`config.mk`:
```
export PLATFORM = sky130hd
export DESIGN_NAME = counter_up_bcd2_flat
export DESIGN_NICKNAME = d
export VERILOG_FILES = /design/src/rtl/counter_up_bcd2_if.sv /design/src/rtl/counter_up_bcd2.sv /design/src/flat_wrapper.sv
export SDC_FILE = /design/constraint.sdc
export NUM_CORES = 1
export LEC_CHECK = 0
export BUFFER_PORTS_ARGS = -buffer_cell sky130_fd_sc_hd__clkbuf_2
export CAP_MARGIN = 20
export CORE_MARGIN = 2
export CORE_UTILIZATION = 45
export DETAILED_ROUTE_END_ITERATION = 8
export GPL_TIMING_DRIVEN = 0
export PLACE_DENSITY_LB_ADDON = 0.12
export SLEW_MARGIN = 20
export SYNTH_ARGS = -nofsm -noshare
export SYNTH_HDL_FRONTEND = slang
export SYNTH_SLANG_ARGS = --single-unit
```
`constraint.sdc`:
```
create_clock -name clk -period 2.47 [get_ports clk]
set_input_delay 0.3705 -clock clk [delete_from_list [all_inputs] [get_ports clk]]
set_output_delay 0.3705 -clock clk [all_outputs]
set_load 0.005 [all_outputs]
```
`src/rtl/counter_up_bcd2_if.sv`:
```
// Bundle of the control, preset, limit and count signals of the two-digit
// BCD up counter. The master side drives controls and observes the count;
// the slave side is the counter itself.
interface counter_up_bcd2_if;
    logic       enablen;
    logic       load;
    logic       start;
    logic       pause;
    logic [3:0] in_tens;
    logic [3:0] in_ones;
    logic [3:0] limit_tens;
    logic [3:0] limit_ones;
    logic [3:0] tens;
    logic [3:0] ones;
    logic       rco_L;
    logic       done;

    modport master (
        output enablen, load, start, pause,
        output in_tens, in_ones, limit_tens, limit_ones,
        input  tens, ones, rco_L, done
    );

    modport slave (
        input  enablen, load, start, pause,
        input  in_tens, in_ones, limit_tens, limit_ones,
        output tens, ones, rco_L, done
    );
endinterface

```
`src/rtl/counter_up_bcd2.sv`:
```
// Two-digit BCD up counter with a programmable terminal count.
// Counts from a preset toward limit_tens:limit_ones, parks in DONE on a
// post-increment match and exports an active-low ripple carry that is low
// exactly on the edge where the count wraps to 00.
module counter_up_bcd2 #(
    parameter int TENS_MOD = 6
) (
    input  logic              clk,
    input  logic              rst,
    counter_up_bcd2_if.slave  bus
);

    typedef enum logic [1:0] {
        ST_IDLE = 2'd0,
        ST_RUN  = 2'd1,
        ST_HOLD = 2'd2,
        ST_DONE = 2'd3
    } state_t;

    localparam logic [3:0] TENS_TOP = 4'(TENS_MOD - 1);
    localparam logic [3:0] ONES_TOP = 4'd9;

    state_t     state_q, state_d;
    logic [3:0] tens_q, tens_d;
    logic [3:0] ones_q, ones_d;
    logic       done_q, done_d;
    logic [3:0] inc_tens_s, inc_ones_s;
    logic       hit_limit_s;
    logic       wrap_s;

    // Replace an out-of-range preset digit with zero.
    function automatic logic [3:0] clamp_digit(input logic [3:0] d, input logic [3:0] top);
        if (d > top) begin
            clamp_digit = 4'd0;
        end else begin
            clamp_digit = d;
        end
    endfunction

    // Value the digits would take after one increment, with BCD carries.
    always_comb begin
        inc_tens_s = tens_q;
        inc_ones_s = ones_q + 4'd1;
        if (ones_q == ONES_TOP) begin
            inc_ones_s = 4'd0;
            if (tens_q == TENS_TOP) begin
                inc_tens_s = 4'd0;
            end else begin
                inc_tens_s = tens_q + 4'd1;
            end
        end else begin
            inc_tens_s = tens_q;
        end
        // An out-of-range limit can never equal a legal incremented value.
        hit_limit_s = (inc_tens_s == bus.limit_tens) && (inc_ones_s == bus.limit_ones);
    end

    // Next state and next digits; load beats every state-specific action.
    always_comb begin
        state_d = state_q;
        tens_d  = tens_q;
        ones_d  = ones_q;
        if (bus.load) begin
            tens_d  = clamp_digit(bus.in_tens, TENS_TOP);
            ones_d  = clamp_digit(bus.in_ones, ONES_TOP);
            state_d = ST_IDLE;
        end else begin
            case (state_q)
                ST_IDLE: begin
                    if (bus.start) begin
                        state_d = ST_RUN;
                    end else begin
                        state_d = ST_IDLE;
                    end
                end
                ST_RUN: begin
                    if (bus.pause) begin
                        state_d = ST_HOLD;
                    end else if (!bus.enablen) begin
                        tens_d = inc_tens_s;
                        ones_d = inc_ones_s;
                        if (hit_limit_s) begin
                            state_d = ST_DONE;
                        end else begin
                            state_d = ST_RUN;
                        end
                    end else begin
                        state_d = ST_RUN;
                    end
                end
                ST_HOLD: begin
                    if (!bus.pause) begin
                        state_d = ST_RUN;
                    end else begin
                        state_d = ST_HOLD;
                    end
                end
                ST_DONE: begin
                    if (bus.start) begin
                        tens_d  = 4'd0;
                        ones_d  = 4'd0;
                        state_d = ST_RUN;
                    end else begin
                        state_d = ST_DONE;
                    end
                end
                default: begin
                    state_d = ST_IDLE;
                end
            endcase
        end
        done_d = (state_d == ST_DONE);
    end

    // State, digit and done registers with synchronous active-low reset.
    always_ff @(posedge clk) begin
        if (!rst) begin
            state_q <= ST_IDLE;
            tens_q  <= 4'd0;
            ones_q  <= 4'd0;
            done_q  <= 1'b0;
        end else begin
            state_q <= state_d;
            tens_q  <= tens_d;
            ones_q  <= ones_d;
            done_q  <= done_d;
        end
    end

    // Carry is live in the same cycle so a cascaded stage counts on the wrap edge.
    assign wrap_s = (state_q == ST_RUN) && !bus.pause && !bus.enablen &&
                    (tens_q == TENS_TOP) && (ones_q == ONES_TOP);

    assign bus.rco_L = !wrap_s;
    assign bus.tens  = tens_q;
    assign bus.ones  = ones_q;
    assign bus.done  = done_q;

endmodule

```
`src/flat_wrapper.sv`:
```
// flat-port wrapper written by rule: the top's interface ports become plain ports
module counter_up_bcd2_flat 
#(
    parameter int TENS_MOD = 6
)
  (clk, rst, bus_enablen, bus_load, bus_start, bus_pause, bus_in_tens, bus_in_ones, bus_limit_tens, bus_limit_ones, bus_tens, bus_ones, bus_rco_L, bus_done);
  counter_up_bcd2_if bus_i ();
  input  logic clk;
  input  logic rst;
  input wire logic [$bits(bus_i.enablen)-1:0] bus_enablen;
  input wire logic [$bits(bus_i.load)-1:0] bus_load;
  input wire logic [$bits(bus_i.start)-1:0] bus_start;
  input wire logic [$bits(bus_i.pause)-1:0] bus_pause;
  input wire logic [$bits(bus_i.in_tens)-1:0] bus_in_tens;
  input wire logic [$bits(bus_i.in_ones)-1:0] bus_in_ones;
  input wire logic [$bits(bus_i.limit_tens)-1:0] bus_limit_tens;
  input wire logic [$bits(bus_i.limit_ones)-1:0] bus_limit_ones;
  output wire logic [$bits(bus_i.tens)-1:0] bus_tens;
  output wire logic [$bits(bus_i.ones)-1:0] bus_ones;
  output wire logic [$bits(bus_i.rco_L)-1:0] bus_rco_L;
  output wire logic [$bits(bus_i.done)-1:0] bus_done;
  assign bus_i.enablen = bus_enablen;
  assign bus_i.load = bus_load;
  assign bus_i.start = bus_start;
  assign bus_i.pause = bus_pause;
  assign bus_i.in_tens = bus_in_tens;
  assign bus_i.in_ones = bus_in_ones;
  assign bus_i.limit_tens = bus_limit_tens;
  assign bus_i.limit_ones = bus_limit_ones;
  assign bus_tens = bus_i.tens;
  assign bus_ones = bus_i.ones;
  assign bus_rco_L = bus_i.rco_L;
  assign bus_done = bus_i.done;
  counter_up_bcd2 #(.TENS_MOD(TENS_MOD)) u_core (.clk(clk), .rst(rst), .bus(bus_i));
endmodule
```
## Yosys cells after proc, flatten, opt, wreduce, memory -nomap -nowiden

Cells that the tools add are included.

- Add/sub/neg operators: 2
- $lt $le $gt $ge: 2
- Equality and inequality tests: 11
- Muxes and demuxes: 22
- Reductions and logical operators: 11

Operators with widths:

| cell | count |
|---|---|
| 4-bit 2-to-1 mux | 12 |
| 4-bit case mux with 2 select lines | 2 |
| 2-bit 2-to-1 mux | 6 |
| 3-bit inequality test (second input constant) | 3 |
| 4-bit by 1-bit adder with 4-bit output (second input constant) | 2 |
| 4-bit == test | 2 |
| 2-bit case mux with 4 select lines | 1 |
| 2-bit == test (second input constant) | 3 |
| 1-bit logical AND | 5 |
| 4-bit by 3-bit == test with 1-bit output (second input constant) | 1 |
| 4-bit == test (second input constant) | 1 |
| 4-bit by 3-bit greater-than comparator with 1-bit output (second input constant) | 1 |
| 4-bit greater-than comparator (second input constant) | 1 |
| 4-bit AND reduction | 1 |
| 1-bit zero test | 3 |
| 3-bit nonzero test | 1 |
| 2-bit by 1-bit == test with 1-bit output (second input constant) | 1 |
| 2-bit zero test | 1 |
| 1-bit 2-to-1 mux | 1 |

- Register bits after elaboration: 11
- Input port bits: 22
- Output and inout bits: 10
- Logic and storage cells: 52

## Longest topological paths before layout

Gate-level depths: netlist of the first run.

- Depth in word-level cells: 11
- Mapped depth: 8
- Mapped depth without buffers: 8

## Worst setup path after synthesis of the first run

No wires, ideal clock.

- Kind: reg2reg
- Start: reg u_core.tens_q[1] (netlist: u_core.bus.tens[1])
- End: reg u_core.done_q (netlist: u_core.bus.done)
- Library setup time: 69 ps
- Arrival time: 1,944 ps
- Required time: 2,401 ps
- Path slack: 457 ps
- Cell stages (with the launch flop): 9
- Buffers on the path: 0
- Clock period less this slack: 2,013 ps
- Cell sequence: dfxtp_1 inv_1 ha_1 and3b_1 or3_1 o21ai_2 xor2_1 or4_1 o21ai_1

- Cells in the longest elaborated chain, start to end: 11
- Elaborated cells between the ends (all ways): 12
- Those cells by class: 1 x add/sub; 3 x eq/ne; 7 x mux; 1 x reduce/logical

RTL lines:

| what | RTL line | RTL |
|---|---|---|
| start: declaration | counter_up_bcd2.sv:24 | `logic [3:0] tens_q, tens_d;` |
| start signal: assignment | counter_up_bcd2.sv:124 | `tens_q <= tens_d;` |
| 4-bit by 1-bit adder with 4-bit output / 4-bit by 3-bit == test with 1-bit output (equally long branches) | counter_up_bcd2.sv:49, counter_up_bcd2.sv:46 |  |
| 4-bit 2-to-1 mux | counter_up_bcd2.sv:46 | `if (tens_q == TENS_TOP) begin` |
| 4-bit 2-to-1 mux (*) | counter_up_bcd2.sv:44 | `if (ones_q == ONES_TOP) begin` |
| 4-bit == test (*) | counter_up_bcd2.sv:55 | `hit_limit_s = (inc_tens_s == bus.limit_tens) && (inc_ones_s == bus.limit_ones);` |
| 1-bit logical AND (*) | counter_up_bcd2.sv:55 |  |
| 2-bit 2-to-1 mux (*) | counter_up_bcd2.sv:82 | `if (hit_limit_s) begin` |
| 2-bit 2-to-1 mux (*) | counter_up_bcd2.sv:79 | `end else if (!bus.enablen) begin` |
| 2-bit 2-to-1 mux (*) | counter_up_bcd2.sv:77 | `if (bus.pause) begin` |
| 2-bit case mux with 4 select lines (*) | counter_up_bcd2.sv:68 | `case (state_q)` |
| 2-bit 2-to-1 mux (*) | counter_up_bcd2.sv:63 | `if (bus.load) begin` |
| 2-bit == test (*) | counter_up_bcd2.sv:112 | `done_d = (state_d == ST_DONE);` |
| end signal: assignment | counter_up_bcd2.sv:126 | `done_q <= done_d;` |
| end: declaration | counter_up_bcd2.sv:26 | `logic done_q, done_d;` |

Mark *: on every way between the ends. The rest lies on a longest branch, timed or not.
A chain may end at the register's enable or synchronous reset.

## Worst setup path after layout of the first run

Ends and elaborated chain as after synthesis.

==> results.ini, run 1 <==
[outcome]
status = finished, final reports clean

[sta]
hold_viol = 0
setup_viol = 0
rsz0062_at_grt = false
layout_worst_path_cycle_share_pct = 88.9
relSlewSlack_pct = 60.2
period_minus_slack_ps = 2200
tightestPinTransition_ps = 593
fmax_ghz = 0.455
finalMaxSlewViolations = 0
timing.setup.tns_ps = 0
setup_ws_ps = 274
fin_skew_ps = 11.6

[routing]
avgRoutedWirePerCell_um = 13.8
wirelength_mm = 2.44
drc = 0
drt_iter0_markers = 28
first_pass_iters = 4
final_antenna_net_count = 0
viasPerCell = 5.59
vias = 990

[pwr]
peakVddDrop_mv = 0.330
cellPowerDensity_mw_per_mm2 = 394
p_leak_uw = 0.000503

[logic_synthesis]
synth_edf_count = 0
async_flop_share_pct = 0
yosysWarnings = 0
synth_area_um2 = 917
synth_nets = 140
yosysSeqAreaShare_pct = 24.0
yosys.cell_types.count = 46
avgSynthCellArea_um2 = 7.91
ys_ff_latch = 11
synthFlopType = dfxtp_1
synthesis.instances = 116

[setup_path]
path_max_fanout = 5
cp-end-kind = flop
crit_required_ps = 2680
cp.arrival_ps = 2410
start_kind = flop
worst-setup-path-type = reg2reg

[floorplanning]
die_y_um = 49.1
rows = 16
start_util_pct = 47.2
core_mm2 = 0.00194
dieWidth_um = 49.1
pin_count = 32
die-area_mm2 = 0.00242

[job]
maxCapViolCount = 0

[placed_design]
gp_congestion = 0.834
dp_hpwl_mm = 1.88
io_buffers = 30
dp_slack_ps = 310

[finish]
fillerInstances = 197
layout.nets = 175
multi_input_area_um2 = 646
layout-drive-gt1-share_pct = 28.0
seqCellArea_um2 = 220
areaGrowthSynthToFinish_pct = 22.9
antenna_cells = 0

[clocking]
clock_path_buffers = 2
cts_max_level = 1
numCtsBuffers = 3
cts_tree = built
cts-resized-gates = 0
clockRootBuffer = clkbuf_4
postCtsHoldBufs = 0
cts.sinks = 11
post_cts_buffers = 0
clock_latency_ps = 280
clk_pin_slew_ps = 90

[global_route]
grtUsageTotal_pct = 21.1
first_global_vias = 938
grt_pass1_wl_mm = 3.96
antenna_found_initial = 0
grt_max_degree = 11
grt_overflow_total = 0

[min_path]
hp-class = in2reg

## report_power, final
part	switching, µW	total (µW)	internal, µW
Combinational	61.9	115	52.9
Clock	72.0	135	62.7
Sequential	9.81	195	185
Total	144	445	301
## registers in the layout, summed over array words and instances (netlist names)
name,cells
u_core.bus.ones,4
u_core.bus.tens,4
u_core.state_q,2
u_core.bus.done,1
## worst paths after layout
kind,start,endpoint,slack (ps),cells after the start
setup / recovery,u_core.bus.tens[1],u_core.bus.done,270,8
hold / removal,bus_in_ones[1],u_core.bus.ones[1],410,3
setup reg to reg,u_core.bus.tens[1],u_core.bus.done,270,8
hold reg to reg,u_core.bus.tens[2],u_core.bus.tens[2],610,2
## logic make-up after synthesis
logic type      count (synthesis)  synth area share [%]
fa+ha+maj                       3                  3.82
xor+xnor                        8                  7.64
mux                             1                  1.09
buf+inv                        12                  5.59
flops                          11                  24.0
compound gates                 38                  27.8
simple gates                   43                  30.0
## metal layers
layer / vias to the layer above / track usage (%) / routed length, µm
met5: - / 0 / 0
met4: 0 / 7.14 / 33
met3: 5 / 5.52 / 151
met2: 34 / 35.4 / 1180
met1: 451 / 26.0 / 1080
li1: 500 / - / -
## synth_stat cells, types with 2 or more instances
library cell	n	share of area, %
ha_1	2	2.7
o211a_1	2	2.2
a211oi_1	2	1.6
nor4bb_1	2	2.2
or3_1	2	1.4
a32oi_1	3	2.9
nand2_1	6	2.5
o21ai_0	7	3.8
dfxtp_1	11	24
buf_2	4	2.2
inv_1	5	2.0
a21oi_1	9	4.9
nor3_1	3	1.6
nor2b_1	6	4.1
clkbuf_1	2	0.82
a31oi_1	2	1.4
nand3_1	3	1.6
o21ai_1	2	1.1
nor2_1	8	3.3
xor2_1	5	4.8
a21o_1	3	2.5
xnor2_1	3	2.9
## final cells by class
cell class | instances | share of cell area, %
timing repair buffer | 30 | 13.3
tap | 27 | 3.00
clock buffer | 4 | 2.33
buffer | 7 | 2.89
sequential | 11 | 19.5
inverter | 5 | 1.66
multi-input combinational | 93 | 57.3
## placed cells by master (no fill, tap or decap), drive strengths merged, types with 2 or more instances in the layout
cell,Yosys,routed
clkbuf,3,37
dfxtp,11,11
o21ai,10,10
a21oi,9,9
nor2,9,9
nand2,6,6
nor2b,6,6
inv,5,5
xor2,5,5
buf,4,4
nand3,3,3
a21o,3,3
a32oi,3,3
nor3,3,3
xnor2,3,3
o211a,2,2
a31oi,2,2
nor4bb,2,2
a211oi,2,2
or3,2,2
ha,2,2
## worst max-delay path: stages, from the launching register on
cell and delay (ps):
dfxtp_1 400, inv_1 90, ha_1 220, and3b_1 210, or3_1 320, o21ai_2 90, xor2_1 100, or4_1 540
o21ai_1 140
## per-stage QoR
stage          hold slack, ps  area, µm²  cells  total power [µW]  util [%]
2_1_floorplan             544        917    116               268         -
3_3_place_gp              580       1100    173               309      56.7
3_5_place_dp              593       1100    173               313      56.7
4_1_cts                   406       1130    177               445      58.1
5_1_grt                   445       1130    177               467      58.1
6_report                  410       1130    177               445      58.1
(Power assumes the default switching activity.)
==> inputs of run 2 (changes only) <==
--- a/config.mk
+++ b/config.mk
@@ -7,7 +7,7 @@
 export LEC_CHECK = 0
 export BUFFER_PORTS_ARGS = -buffer_cell sky130_fd_sc_hd__clkbuf_2
 export CAP_MARGIN = 20
-export CORE_MARGIN = 2
+export CORE_ASPECT_RATIO = 0.75
 export CORE_UTILIZATION = 45
 export DETAILED_ROUTE_END_ITERATION = 8
 export GPL_TIMING_DRIVEN = 0
==> constraint.sdc (replaced) <==
create_clock -name clk -period 2.6 [get_ports clk]
set_input_delay 0.39 -clock clk [delete_from_list [all_inputs] [get_ports clk]]
set_output_delay 0.39 -clock clk [all_outputs]
set_load 0.005 [all_outputs]
==> results.ini, run 2 (synthesis results as in run 1) <==
[global_route]
first_global_vias = 823  ; -12%
use_met1_pct = 28.6  ; +2.6 points
grt_max_degree = 11  ; unchanged
grtUsageTotal_pct = 23.7  ; +2.7 points
antenna_found_initial = 0  ; unchanged
met3_usage_pct = 9.26  ; +3.7 points
met2_usage_pct = 39.0  ; +3.7 points
grt_pass1_wl_mm = 3.58  ; -9.6%
busiest_layer = met2
grt_overflow_total = 0  ; unchanged

[sta]
finalMaxSlewViolations = 0  ; unchanged
fin_skew_ps = 3.43  ; -8.18 ps
period_minus_slack_ps = 2230  ; +35.3 ps
fmax_ghz = 0.448  ; -1.6%
rsz0062_at_grt = false
setup_viol = 0  ; unchanged
relSlewSlack_pct = 58.3  ; -1.9 points
hold_viol = 0  ; unchanged
layout_worst_path_cycle_share_pct = 85.8  ; -3.1 points
tightestPinTransition_ps = 621  ; +28.3 ps
timing.setup.tns_ps = 0  ; unchanged

[job]
maxCapViolCount = 0  ; unchanged

[finish]
antenna_cells = 0  ; unchanged
final_common_cell = clkbuf_2
layout.nets = 175  ; unchanged
final_cell_mix = 31 x clkbuf_2, 11 x dfxtp_1, 9 x a21oi_1
fillerInstances = 183  ; -7.1%
layout-drive-gt1-share_pct = 28.0  ; unchanged
areaGrowthSynthToFinish_pct = 22.2
utilization_pct = 61.5  ; +3.5 points

[clocking]
clock_path_buffers = 2  ; unchanged
cts-resized-gates = 0  ; unchanged
cts_tree = built
clk_pin_slew_ps = 80  ; about the same
numCtsBuffers = 3  ; unchanged
cts.sinks = 11  ; unchanged
clockRootBuffer = clkbuf_4
post_cts_buffers = 0  ; unchanged
clock_latency_ps = 280  ; about the same
postCtsHoldBufs = 0  ; unchanged
cts_max_level = 1  ; unchanged

[setup_path]
crit_start = u_core.bus.tens[1]
rr_startpoint = u_core.bus.tens[1]
path_max_fanout = 5  ; unchanged
worst-setup-path-type = reg2reg
cp-end-kind = flop
crit_required_ps = 2800  ; +120 ps
cp.arrival_ps = 2430  ; +20 ps
reg2regPathDepth = 8  ; unchanged
start_kind = flop

[floorplanning]
core_mm2 = 0.00182  ; -6.2%
start_util_pct = 50.3  ; +3.1 points
pin_count = 32  ; unchanged
rows = 13  ; -3
die_y_um = 41.1  ; -16%
die-area_mm2 = 0.00222  ; -7.9%
dieWidth_um = 54.1  ; +10%

[routing]
avgRoutedWirePerCell_um = 13.5  ; -1.7%
drc = 0  ; unchanged
final_antenna_net_count = 0  ; unchanged
wirelength_mm = 2.33  ; -4.5%
drt_iter0_markers = 27  ; -3.6%
vias = 985  ; -0.51%
viasPerCell = 5.73  ; +2.4%
first_pass_iters = 4  ; unchanged

[pwr]
power_uw = 418  ; -6.1%
cellPowerDensity_mw_per_mm2 = 373  ; -5.5%
p_leak_uw = 0.000503  ; unchanged
peakVddDrop_mv = 0.233  ; -30%

[placed_design]
dp_hpwl_mm = 1.84  ; -2.0%
gp_congestion = 0.793  ; -5.0%
io_buffers = 30  ; unchanged

[outcome]
status = finished, final reports clean

[min_path]
hp-class = in2reg
hold_depth = 3  ; unchanged
min-delay-start = bus_in_ones[1]

==> run 2: through the flow <==
stage	hold slack (ps)	area, µm²	cells	setup WS [ps]
after floorplan	563	917	116	587
after global placement	585	1090	168	470
after detailed placement	590	1090	168	409
after CTS	427	1120	172	387
after global routing	436	1120	172	254
final	426	1120	172	369
==> run 2: final timing paths <==
check                            end  slack [ps]
setup / recovery     u_core.bus.done         370
hold / removal    u_core.bus.ones[1]         430
setup reg to reg     u_core.bus.done         370
hold reg to reg   u_core.bus.tens[1]         600
==> run 2: area by class of cell <==
type	instances	area, µm²	share of cell area [%]
Buffer	7	32.5	2.90
Clock buffer	4	26.3	2.34
Inverter	5	18.8	1.67
Multi-Input combinational cell	93	646	57.6
Sequential cell	11	220	19.6
Tap cell	22	27.5	2.46
Timing Repair Buffer	30	150	13.4
==> run 2: critical path, cell delays in order, from the launching register on <==
cell,delay [ps]
dfxtp_1,410
inv_1,100
ha_1,210
and3b_1,220
or3_1,330
o21ai_2,90
xor2_1,80
or4_1,550
o21ai_1,180
==> run 2: routing by layer <==
metal  vias to the layer above  share of wire (%)
met1                       443                 46
met5                         -                  0
li1                        498                  -
met3                         5                8.2
met4                         0                1.4
met2                        39                 44
==> run 2: where the power goes <==
group          total, µW  switching, µW  internal [µW]
Sequential           185           8.76            176
Clock                124           64.7           59.5
Combinational        109           58.6           50.2
Total                418            132            286
==> inputs of run 3 (changes only) <==
--- a/config.mk
+++ b/config.mk
@@ -8,7 +8,8 @@
 export BUFFER_PORTS_ARGS = -buffer_cell sky130_fd_sc_hd__clkbuf_2
 export CAP_MARGIN = 20
 export CORE_ASPECT_RATIO = 0.75
-export CORE_UTILIZATION = 45
+export CORE_UTILIZATION = 46
+export CTS_BUF_LIST = sky130_fd_sc_hd__clkbuf_2
 export DETAILED_ROUTE_END_ITERATION = 8
 export GPL_TIMING_DRIVEN = 0
 export PLACE_DENSITY_LB_ADDON = 0.12
==> constraint.sdc (replaced) <==
create_clock -name clk -period 2 [get_ports clk]
set_input_delay 0.3 -clock clk [delete_from_list [all_inputs] [get_ports clk]]
set_output_delay 0.3 -clock clk [all_outputs]
set_load 0.005 [all_outputs]
==> results.ini, run 3 (synthesis results as in run 1) <==
[setup_path]
cp-end-kind = flop
cp_cell_sequence = buf_4, buf_4, and2b_1, nor3_1, a21o_1, xor2_1, or4_1, o21ai_1
path_common_cell = buf_4
crit_family = simple AND/OR/NAND/NOR gates
cp.arrival_ps = 2170  ; -260 ps
worst_path_max_delay_cell = or4_1
crit_buf_inv = 2  ; +1
start_kind = flop
crit_required_ps = 2220  ; -580 ps
slowest_delay_ps = 500  ; -50 ps
path_max_fanout = 5  ; unchanged
worst-setup-path-type = reg2reg

[routing]
viasPerCell = 5.86  ; +2.3%
drc = 0  ; unchanged
drt_iter0_markers = 38  ; +41%
final_antenna_net_count = 0  ; unchanged
avgRoutedWirePerCell_um = 14.5  ; +6.8%
first_pass_iters = 4  ; unchanged
wirelength_mm = 2.60  ; +12%
vias = 1055  ; +7.1%

[clocking]
cts_max_level = 1  ; unchanged
clock_path_buffers = 2  ; unchanged
cts_tree = built
numCtsBuffers = 3  ; unchanged
postCtsHoldBufs = 0  ; unchanged
clockRootBuffer = clkbuf_2
clk_pin_slew_ps = 140  ; +60 ps
clock_latency_ps = 290  ; about the same
cts.sinks = 11  ; unchanged

[sta]
setup_viol = 0  ; unchanged
fmax_ghz = 0.514  ; +15%
period_minus_slack_ps = 1950  ; -285 ps
tightestPinTransition_ps = 624  ; +3.26 ps
finalMaxSlewViolations = 0  ; unchanged
setup_ws_ps = 53.3  ; -315 ps
rsz0062_at_grt = true
fin_skew_ps = 13.2  ; +9.81 ps
relSlewSlack_pct = 58.0  ; -0.22 points
layout_worst_path_cycle_share_pct = 97.3  ; +12 points
timing.setup.tns_ps = 0  ; unchanged
hold_viol = 0  ; unchanged

[floorplanning]
dieWidth_um = 53.6  ; -1.1%
start_util_pct = 50.8  ; +0.45 points
die-area_mm2 = 0.00218  ; -2.1%
die_y_um = 40.7  ; -1.0%
core_mm2 = 0.00181  ; -0.89%
rows = 13  ; unchanged
pin_count = 32  ; unchanged

[pwr]
p_leak_uw = 0.000555  ; +10%
peakVddDrop_mv = 0.341  ; +47%
cellPowerDensity_mw_per_mm2 = 448  ; +20%
power_uw = 547  ; +31%

[finish]
final_cell_mix = 35 x clkbuf_2, 9 x a21oi_1, 9 x buf_4
fin_cells = 180  ; +4.7%
fillerInstances = 161  ; -12%
antenna_cells = 0  ; unchanged
final_common_cell = clkbuf_2
layout.nets = 183  ; +4.6%
utilization_pct = 67.6  ; +6.0 points
layout-drive-gt1-share_pct = 38.6  ; +11 points
areaGrowthSynthToFinish_pct = 33.0

[placed_design]
gp_congestion = 0.798  ; +0.68%
dp_hpwl_mm = 1.96  ; +6.5%
dpl.cell_count = 168  ; unchanged
io_buffers = 30  ; unchanged
dp_slack_ps = -63.8  ; -473 ps

[global_route]
grt_overflow_total = 0  ; unchanged
grt_max_degree = 12  ; +1
first_global_vias = 921  ; +12%
grtUsageTotal_pct = 28.0  ; +4.2 points
grt_pass1_wl_mm = 4.07  ; +14%
antenna_found_initial = 0  ; unchanged

[job]
maxCapViolCount = 0  ; unchanged

[outcome]
status = finished, final reports clean

[min_path]
hp-class = in2reg

[run 3: cell types whose count changed in the layout (fill, tap and decap cells not counted), sizes merged]
cell,before,now
buf,4,13
clkbuf,37,36
[run 3: final cells by class]
type / count / area [µm²] / share of cell area (%)
multi-input combinational: 93 / 659 / 54.1
inverter: 5 / 18.8 / 1.54
buffer: 5 / 30.0 / 2.46
sequential: 11 / 235 / 19.3
tap: 22 / 27.5 / 2.26
timing repair buffer: 40 / 229 / 18.8
clock buffer: 4 / 20.0 / 1.64
[run 3: layer usage]
layer	up-vias	routed length [µm]	track usage, %	share of wire [%]
met5	-	0	0	0
met4	0	59	16.4	2.3
met3	9	219	8.89	8.4
met2	50	1240	44.1	48
met1	480	1090	34.1	42
li1	516	-	-	-
[run 3: path summary, 6_finish.rpt]
kind | startpoint | end | slack [ps] | cells past startpoint
hold reg to reg | u_core.bus.ones[3] | u_core.bus.ones[3] | 610 | 1
setup reg to reg | u_core.bus.ones[2] | u_core.state_q[1] | 50 | 8
setup / recovery | u_core.bus.ones[2] | u_core.state_q[1] | 50 | 8
hold / removal | bus_in_ones[1] | u_core.bus.ones[1] | 310 | 3
[run 3: stage by stage]
stage                     area [µm²]  hold WS, ps
after global placement          1100          564
after detailed placement        1100          571
after global routing            1220          348
final                           1220          314
after floorplan                  918          473
after CTS                       1150          333
[run 3: timing repair]
action	in CTS	in global routing
setup endpoints to repair	2	3
gates resized for setup	6	9
pin swaps	1	3
buffers inserted	3	7
endpoints found under the hold margin	0	0
[run 3: power breakdown]
part           internal (µW)  switching (µW)  total (µW)
combinational           77.7            83.6         161
sequential               228            10.2         238
clock                   53.0            94.3         147
total                    358             188         547
[run 3: worst min-delay path: stages]
cell      delay (ps)
clkbuf_2         100
a222oi_1          70
nor2b_1          110
